File: config.mk
export PLATFORM = sky130hd
export DESIGN_NAME = qam_frame_sequencer
export DESIGN_NICKNAME = d
export VERILOG_FILES = /design/src/rtl/qam_seq_pkg.sv /design/src/rtl/qam_frame_sequencer.sv
export SDC_FILE = /design/constraint.sdc
export NUM_CORES = 1
export LEC_CHECK = 0
export BUFFER_PORTS_ARGS = -buffer_cell sky130_fd_sc_hd__buf_2
export CAP_MARGIN = 20
export CORE_MARGIN = 2
export CORE_UTILIZATION = 45
export CTS_BUF_LIST = sky130_fd_sc_hd__clkbuf_2
export DETAILED_ROUTE_END_ITERATION = 10
export PLACE_DENSITY = 0.78
export SYNTH_ARGS = -nofsm -noshare
export SYNTH_HDL_FRONTEND = slang
export SYNTH_SLANG_ARGS = --single-unit
File: constraint.sdc
create_clock -name clk -period 3 [get_ports clk]
set_clock_uncertainty 0.15 [all_clocks]
set_input_delay 0.15 -clock clk [delete_from_list [all_inputs] [get_ports clk]]
set_output_delay 0.15 -clock clk [all_outputs]
set_load 0.01 [all_outputs]
File: src/rtl/qam_seq_pkg.sv
// qam_seq_pkg: shared definitions for the 16-QAM frame sequencer.
//   seq_state_t       - sequencer state; names what is loaded next
//   PRE_SYM_EVEN/ODD  - alternating preamble symbol indices
//   PILOT_SYM_DEFAULT - default pilot symbol index
//   preamble_sym()    - preamble symbol for a given preamble position
package qam_seq_pkg;

    typedef enum logic [2:0] {
        IDLE  = 3'd0,
        PRE   = 3'd1,
        HI    = 3'd2,
        LO    = 3'd3,
        PILOT = 3'd4
    } seq_state_t;

    localparam logic [3:0] PRE_SYM_EVEN      = 4'b0000;
    localparam logic [3:0] PRE_SYM_ODD       = 4'b1111;
    localparam logic [3:0] PILOT_SYM_DEFAULT = 4'b1101;

    // Preamble alternates 0000 / 1111 starting with 0000 at position 0.
    function automatic logic [3:0] preamble_sym(input logic [7:0] idx);
        return idx[0] ? PRE_SYM_ODD : PRE_SYM_EVEN;
    endfunction

endpackage

File: src/rtl/qam_frame_sequencer.sv
// qam_frame_sequencer: turns a byte stream into 4-bit 16-QAM symbol indices
// (high nibble first), prepends an alternating preamble to every frame and,
// when QAM_SEQ_PILOT_EN is defined, inserts a pilot symbol after every
// PILOT_PERIOD payload symbols (never after the final symbol of a frame).
//
// Ports:
//   clk, rst          - clock, synchronous active-high reset
//   s_data/s_valid/s_last/s_ready - byte source (s_ready only high in HI)
//   m_data/m_valid/m_last/m_ready - symbol stream to the mapper
//   busy              - frame in progress or output register occupied
//   frame_cnt         - number of completed frames (wraps)
//
// Macro QAM_SEQ_PILOT_EN: enables pilot insertion. Without it the PILOT
// state and the payload symbol counter are absent and PILOT_PERIOD /
// PILOT_SYM have no effect.
module qam_frame_sequencer
    import qam_seq_pkg::*;
#(
    parameter int         PREAMBLE_LEN = 8,
    parameter int         PILOT_PERIOD = 16,
    parameter logic [3:0] PILOT_SYM    = PILOT_SYM_DEFAULT
) (
    input  logic        clk,
    input  logic        rst,
    input  logic [7:0]  s_data,
    input  logic        s_valid,
    input  logic        s_last,
    output logic        s_ready,
    output logic [3:0]  m_data,
    output logic        m_valid,
    output logic        m_last,
    input  logic        m_ready,
    output logic        busy,
    output logic [15:0] frame_cnt
);

    localparam logic [7:0] PRE_LAST = 8'(PREAMBLE_LEN - 1);

    seq_state_t state_r;
    logic [7:0] pre_idx_r;
    logic [3:0] lo_r;
    logic       last_r;
    logic       slot_free_s;

`ifdef QAM_SEQ_PILOT_EN
    localparam logic [7:0] PERIOD = 8'(PILOT_PERIOD);

    logic [7:0] sym_cnt_r;
    logic       ret_lo_r;     // state to resume after the pilot: 1 = LO, 0 = HI
    logic [7:0] sym_next_s;
    logic       pilot_due_s;

    assign sym_next_s  = sym_cnt_r + 8'd1;
    assign pilot_due_s = (sym_next_s == PERIOD);
`else
    // Pilot configuration is not used when pilots are compiled out.
    logic unused_pilot_cfg_s;
    assign unused_pilot_cfg_s = ^{PILOT_SYM, 8'(PILOT_PERIOD)};
`endif

    // The output register may take a new symbol when empty or being drained.
    assign slot_free_s = !m_valid || m_ready;
    assign s_ready     = (state_r == HI) && slot_free_s;
    assign busy        = (state_r != IDLE) || m_valid;

    // Sequencer state, output register and frame counter.
    always_ff @(posedge clk) begin
        if (rst) begin
            state_r   <= IDLE;
            pre_idx_r <= 8'd0;
            lo_r      <= 4'h0;
            last_r    <= 1'b0;
            m_data    <= 4'h0;
            m_valid   <= 1'b0;
            m_last    <= 1'b0;
            frame_cnt <= 16'd0;
`ifdef QAM_SEQ_PILOT_EN
            sym_cnt_r <= 8'd0;
            ret_lo_r  <= 1'b0;
`endif
        end else begin
            if (m_valid && m_ready && m_last) begin
                frame_cnt <= frame_cnt + 16'd1;
            end
            if (slot_free_s) begin
                // Empty unless one of the branches below loads a symbol.
                m_valid <= 1'b0;
                case (state_r)
                    IDLE: begin
                        // Frame start; the first byte stays at the source.
                        if (s_valid) begin
                            m_data    <= PRE_SYM_EVEN;
                            m_valid   <= 1'b1;
                            m_last    <= 1'b0;
                            pre_idx_r <= 8'd1;
                            state_r   <= (PREAMBLE_LEN == 1) ? HI : PRE;
`ifdef QAM_SEQ_PILOT_EN
                            sym_cnt_r <= 8'd0;
`endif
                        end
                    end
                    PRE: begin
                        m_data    <= preamble_sym(pre_idx_r);
                        m_valid   <= 1'b1;
                        m_last    <= 1'b0;
                        pre_idx_r <= pre_idx_r + 8'd1;
                        if (pre_idx_r == PRE_LAST) begin
                            state_r <= HI;
                        end
                    end
                    HI: begin
                        if (s_valid) begin
                            m_data  <= s_data[7:4];
                            m_valid <= 1'b1;
                            m_last  <= 1'b0;
                            lo_r    <= s_data[3:0];
                            last_r  <= s_last;
`ifdef QAM_SEQ_PILOT_EN
                            sym_cnt_r <= sym_next_s;
                            if (pilot_due_s) begin
                                state_r  <= PILOT;
                                ret_lo_r <= 1'b1;
                            end else begin
                                state_r <= LO;
                            end
`else
                            state_r <= LO;
`endif
                        end
                    end
                    LO: begin
                        m_data  <= lo_r;
                        m_valid <= 1'b1;
                        m_last  <= last_r;
                        if (last_r) begin
                            // No pilot after the final symbol of a frame.
                            state_r <= IDLE;
`ifdef QAM_SEQ_PILOT_EN
                            sym_cnt_r <= 8'd0;
`endif
                        end else begin
`ifdef QAM_SEQ_PILOT_EN
                            sym_cnt_r <= sym_next_s;
                            if (pilot_due_s) begin
                                state_r  <= PILOT;
                                ret_lo_r <= 1'b0;
                            end else begin
                                state_r <= HI;
                            end
`else
                            state_r <= HI;
`endif
                        end
                    end
`ifdef QAM_SEQ_PILOT_EN
                    PILOT: begin
                        m_data    <= PILOT_SYM;
                        m_valid   <= 1'b1;
                        m_last    <= 1'b0;
                        sym_cnt_r <= 8'd0;
                        state_r   <= ret_lo_r ? LO : HI;
                    end
`endif
                    default: begin
                        state_r <= IDLE;
                    end
                endcase
            end
        end
    end

endmodule

==> key figures, run 1 <==
Job
  – Max-cap violations: 0

Hold path
  – Worst min path class: input port to flip-flop

STA
  – Max-slew headroom: 60.3%
  – Pins over their slew limit: 0
  – Final number of hold-violating endpoints: 0
  – FMAX: 534 MHz
  – RSZ-0062 raised after global routing: false
  – Fin crit share: 62.4%
  – PnR worst setup slack: 1.13 ns
  – Final setup TNS: 0 ns
  – Final setup viols: 0
  – Slew @ Worst Pin: 0.595 ns
  – Post-route minimum period: 1.87 ns

Die
  – Initial Util: 47.1%
  – Die W: 66.1 um
  – Core ar.: 3690 um^2
  – # rows: 22
  – Die area: 4370 um^2
  – Die Span Y: 66.1 um
  – Ports: 37

Worst setup path
  – Crit-path max FO: 7
  – CP startpoint kind: flip-flop
  – Critical path class: flip-flop to flip-flop
  – CP Capture Type: flip-flop
  – Required @ worst endpoint: 3.19 ns
  – Arrival time worst endpoint: 2.06 ns

Placement
  – GP Congestion: 0.812
  – IO buf count: 36
  – Dpl hpwl: 2570 um
  – Pre-CTS setup slack: 1.19 ns

Clock tree
  – Max Root-Sink Buffers: 2
  – # clock sinks: 37
  – Root Driver: clkbuf_2
  – Post-CTS Setup Inserts: 0
  – TritonCTS buffer count: 5
  – Clk Latency, worst-skew pair: 0.40 ns
  – CTS resizes: 0
  – Clk slew on worst S/H paths: 0.21 ns
  – TritonCTS clock tree: yes
  – H-Tree Level Count: 2

Yosys
  – Synthesized area: 1740 um^2
  – Post-synth EDFFs: 0
  – Syn nets: 218
  – Commonest register cell after synthesis: dfxtp_1
  – Yosys warnings: 0
  – Synth unique cells: 39
  – Async SR Flop Fraction: 0%
  – Synthesized instance count: 203
  – Syn avg cell area: 8.56 um^2
  – Register area share after synthesis: 42.7%
  – FF+latch count, synth: 37

Drt
  – Vias post-DR: 1582
  – Initial DRC Count: 127
  – Routed WL per cell: 12.7 um
  – ANT nets after route: 0
  – DRT Pass-1 Iters: 4
  – Vias per cell: 5.44
  – WL final: 3710 um
  – DRC: 0

Cells and area
  – Most common cell after layout, fill and taps aside: dfxtp_1
  – Ant diodes: 0
  – Most frequent cells in the layout: dfxtp_1 (37), buf_2 (36), nand2_1 (23)
  – Area growth, synth to finish: 19.2%
  – Layout net count: 257
  – Fraction of layout cells with a size suffix above 1: 23.0%

Global routing
  – Vias in the first global route: 1471
  – Initial antenna violation count: 0
  – GRT Total Usage: 19.5%
  – Largest net degree at the start of global routing: 35
  – GRT Residual Overflow: 0
  – Global-route wire length before repair: 6500 um

Power
  – Max VDD drop: 0.000419 V
  – Pwr/cell area: 464 nW/um^2
  – Leakage power: 0.836 nW

Outcome
  – Outcome: completed
[metal layers]
layer | up-vias | routed length (um) | track usage [%]
met3 | 5 | 214 | 5.96
met5 | - | 0 | 0
met2 | 41 | 1710 | 31.0
met1 | 733 | 1730 | 25.3
met4 | 0 | 51 | 6.12
li1 | 803 | - | -
[cells by family (layout without fill, tap and decap cells)]
group,count (synthesis),after routing,share of synthesized area (%)
multiplexers,9,9,5.48
buffers and inverters,11,51,2.45
flip-flops,37,37,42.7
adder cells (fa/ha/maj),2,2,1.44
AND/OR/NAND/NOR,97,97,30.2
AO/OA/AOI/OAI,33,33,10.7
XOR/XNOR,14,14,7.06
[power breakdown]
group	total, mW	leakage, nW	internal [mW]	switching [mW]
registers	0.531	0.299	0.506	0.0247
logic	0.106	0.498	0.0510	0.0553
clock network	0.323	0.0392	0.142	0.181
[critical path, stage by stage, from the launching register on]
cell     delay, ns
dfxtp_1       0.44
nand3_2       0.17
or3_4         0.44
or4b_1        0.47
a21oi_1       0.14
[layout make-up]
cell class | count | area [um^2]
clock buffer | 5 | 25.0
sequential | 37 | 741
timing repair buffer | 42 | 240
inverter | 1 | 3.75
clock inverter | 3 | 46.3
fill | 367 | 1620
multi-input combinational | 155 | 953
tap | 48 | 60.1
[state kept, by name (all words and copies together) (netlist names)]
| register | cells |
|---|---|
| frame_cnt | 16 |
| pre_idx_r | 8 |
| lo_r | 4 |
| m_data | 4 |
| state_r | 2 |
| last_r | 1 |
| m_last | 1 |
| m_valid | 1 |
[final timing paths]
check,cells past startpoint,start,slack [ns],endpoint
max,4,m_valid,1.13,frame_cnt[15]
min,4,m_ready,0.06,frame_cnt[1]
max reg2reg,4,m_valid,1.13,frame_cnt[15]
min reg2reg,2,m_data[1],0.32,m_data[1]
[what timing repair did]
| item | 4_1_cts | 5_1_grt |
|---|---|---|
| setup endpoints to repair | 0 | 0 |
| endpoints found under the hold margin | 7 | 0 |
| hold buffers | 6 | 0 |
[through the flow]
stage	utilization, %	cells	power (mW)	hold slack, ns	instance area, um^2
4_1_cts	56.1	291	0.967	0.0369	2070
6_report	56.1	291	0.960	0.0566	2070
3_3_place_gp	52.5	277	0.638	0.232	1940
2_1_floorplan	-	203	0.609	0.144	1740
5_1_grt	56.1	291	1.01	0.0527	2070
3_5_place_dp	52.5	277	0.640	0.239	1940
[cell usage after synthesis (2+ instances only)]
cell | instances | area share (%)
nand3_1 | 8 | 2.3
o21ai_0 | 8 | 2.3
dfxtp_1 | 37 | 43
xnor2_1 | 10 | 5.0
or4_1 | 3 | 1.3
clkbuf_1 | 8 | 1.7
or3_1 | 3 | 1.1
nand2_1 | 23 | 5.0
nor2_1 | 22 | 4.8
ha_1 | 2 | 1.4
nand4_1 | 7 | 2.5
mux2_2 | 4 | 2.6
nor2b_1 | 4 | 1.4
or3_2 | 2 | 0.86
a21oi_1 | 17 | 4.9
nor4_1 | 6 | 2.2
nor3_1 | 3 | 0.86
mux2i_1 | 5 | 2.9
a21o_1 | 5 | 2.2
xor2_1 | 4 | 2.0
nand4b_1 | 2 | 1.0
nand3_2 | 2 | 1.2
and4_1 | 2 | 1.0
(Power assumes the default switching activity.)
==> run 2, diff against run 1 <==
--- a/config.mk
+++ b/config.mk
@@ -11,7 +11,7 @@
 export CORE_UTILIZATION = 45
 export CTS_BUF_LIST = sky130_fd_sc_hd__clkbuf_2
 export DETAILED_ROUTE_END_ITERATION = 10
-export PLACE_DENSITY = 0.78
+export PLACE_DENSITY = 0.8
 export SYNTH_ARGS = -nofsm -noshare
 export SYNTH_HDL_FRONTEND = slang
 export SYNTH_SLANG_ARGS = --single-unit
==> constraint.sdc (replaced) <==
create_clock -name clk -period 1.5 [get_ports clk]
set_clock_uncertainty 0.15 [all_clocks]
set_input_delay 0.075 -clock clk [delete_from_list [all_inputs] [get_ports clk]]
set_output_delay 0.075 -clock clk [all_outputs]
set_load 0.01 [all_outputs]
==> run 2 against run 1 <==
  * Non-clock buffer count grew 44
  * Wire length grew 32%
  * Power grew 110%
  * Global-route usage grew 3.8 points
  * Maximum frequency grew 9.1%
  * The run now ends with negative setup slack left
  * Hold slack gained 0.0072 ns
  * Sequential power grew 94%
  * Flip-flop and latch count is the same
  * Die area is the same
  * Clock-buffer cell count is the same
  * Critical path depth grew 1
  * Combinational power grew to 3.3 times the previous value
  * Highest routed layer unchanged
==> key figures, run 2 (synthesis gave the netlist of run 1 again) <==
Outcome
  – Outcome: complete, but fails checks
  – Failing checks: negative setup slack

Cells and area
  – Top reg by flops: frame_cnt
  – Area of all placed cells without fillers: 2630 um^2
  – Most common cell after layout, fill and taps aside: buf_4
  – Flip-flop count of the largest register after layout: 16
  – Most frequent cells in the layout: buf_4 (37), buf_2 (36), dfxtp_1 (23)
  – Fillcell total: 258
  – Area growth, synth to finish: 51.4%
  – Fraction of layout cells with a size suffix above 1: 46.0%
  – Largest regs: frame_cnt: 16 flops, pre_idx_r: 8 flops
  – Layout Utilization: 71.3%
  – Multi-input logic area: 1130 um^2
  – Layout net count: 301
  – Sequential cell area: 771 um^2
  – Ant diodes: 0

Die
  – Initial Util: 47.1%
  – Ports: 37
  – Die area: 4370 um^2
  – Die Span Y: 66.1 um
  – # rows: 22
  – Core ar.: 3690 um^2
  – Die W: 66.1 um

Worst setup path
  – Crit-path max FO: 4
  – CP Capture Type: flip-flop
  – Critical path class: flip-flop to flip-flop
  – CP startpoint kind: flip-flop
  – Arrival time worst endpoint: 1.93 ns
  – Required @ worst endpoint: 1.71 ns

STA
  – Slew @ Worst Pin: 0.376 ns
  – Pins over their slew limit: 0
  – Post-route minimum period: 1.72 ns
  – Final number of hold-violating endpoints: 0
  – RSZ-0062 raised after global routing: true
  – Final setup TNS: -1.47 ns
  – FMAX: 583 MHz
  – Fin crit share: 114%
  – PnR worst setup slack: -0.216 ns
  – Final setup viols: 14
  – Max-slew headroom: 74.9%

Placement
  – IO buf count: 36
  – Dpl hpwl: 3100 um
  – Dpl cell area: 2280 um^2
  – GP Congestion: 0.812

Power
  – Switching part of the total: 27.1%
  – Clock group share of total power: 31.2%
  – Reg power frac: 51.4%
  – Comb pwr share: 17.4%
  – Overall power: 2.00 mW
  – Switch Pwr: 0.541 mW
  – Int Pwr: 1.45 mW
  – Pwr/cell area: 759 nW/um^2
  – Max VDD drop: 0.000512 V
  – Leakage power: 1.19 nW

Drt
  – Vias per cell: 5.49
  – Routed WL per cell: 14.6 um
  – Vias post-DR: 1839
  – WL final: 4900 um
  – DRC: 0
  – Initial DRC Count: 97
  – DRT Pass-1 Iters: 4
  – ANT nets after route: 0

Clock tree
  – Max Root-Sink Buffers: 2
  – TritonCTS clock tree: yes
  – H-Tree Level Count: 2
  – Root Driver: clkbuf_2
  – Clk slew on worst S/H paths: 0.19 ns
  – TritonCTS buffer count: 5
  – # clock sinks: 37
  – Clk Latency, worst-skew pair: 0.40 ns

Hold path
  – Worst min path class: input port to flip-flop

Global routing
  – GRT Residual Overflow: 0
  – Vias in the first global route: 1771
  – GRT Total Usage: 23.3%
  – Initial antenna violation count: 0
  – Largest net degree at the start of global routing: 20
  – Global-route wire length before repair: 7720 um

Job
  – Max-cap violations: 0
==> run 2: changes by cell type in the layout (fill, tap and decap cells not counted), sizes merged <==
cell	change
buf	+43
inv	+1
dlygate4sd3	+1
clkinvlp	-1
==> run 2: through the flow <==
step	hold slack (ns)	std cells	setup slack (ns)
after floorplan	0.0689	203	-0.152
after global placement	0.155	317	-0.109
after detailed placement	0.162	317	-0.139
after CTS	0.0486	335	-0.208
after global routing	0.0753	335	-0.286
final	0.0639	335	-0.216
==> run 2: repair_timing <==
item / CTS / global route
hold buffers: 7 / 0
setup endpoints to repair: 15 / 31
pin swaps: 10 / 6
endpoints found under the hold margin: 25 / 0
buffers inserted: 3 / 2
resized for setup: 21 / 23
==> run 2: worst paths after layout <==
check | startpoint | to | slack [ns] | cells after the start
setup reg to reg | m_valid | frame_cnt[15] | -0.22 | 5
hold reg to reg | m_data[0] | m_data[0] | 0.32 | 2
hold / removal | s_data[4] | m_data[0] | 0.06 | 5
setup / recovery | m_valid | frame_cnt[15] | -0.22 | 5
==> run 2: per-layer routing <==
layer | part of all wire (%) | global-route usage (%) | vias up | wire length [um]
met3 | 5.4 | 6.64 | 10 | 266
li1 | - | - | 887 | -
met4 | 1.7 | 7.40 | 0 | 83
met5 | 0 | 0 | - | 0
met1 | 42 | 26.6 | 880 | 2050
met2 | 51 | 41.6 | 62 | 2510
==> run 2: cell type report <==
cell class | count | share of cell area, %
clock buffer | 5 | 0.951
clock inverter | 3 | 1.52
timing repair buffer | 86 | 22.6
inverter | 1 | 0.143
sequential | 37 | 29.3
tap | 48 | 2.28
multi-input combinational | 155 | 43.1
==> run 2: worst max-delay path: stages, from the launching register on <==
cell,delay [ns]
dfxtp_4,0.39
buf_6,0.09
nand3_4,0.06
or3_4,0.40
or4b_1,0.47
a21oi_1,0.12
==> run 2: power by group through the flow <==
stage | combinational [mW] | sequential [mW] | clock (mW)
global route | 0.374 | 1.03 | 0.669
CTS | 0.323 | 1.03 | 0.633
floorplan | 0.172 | 1.05 | 0
detailed placement | 0.292 | 1.05 | 0
global placement | 0.288 | 1.04 | 0
finish | 0.347 | 1.03 | 0.623
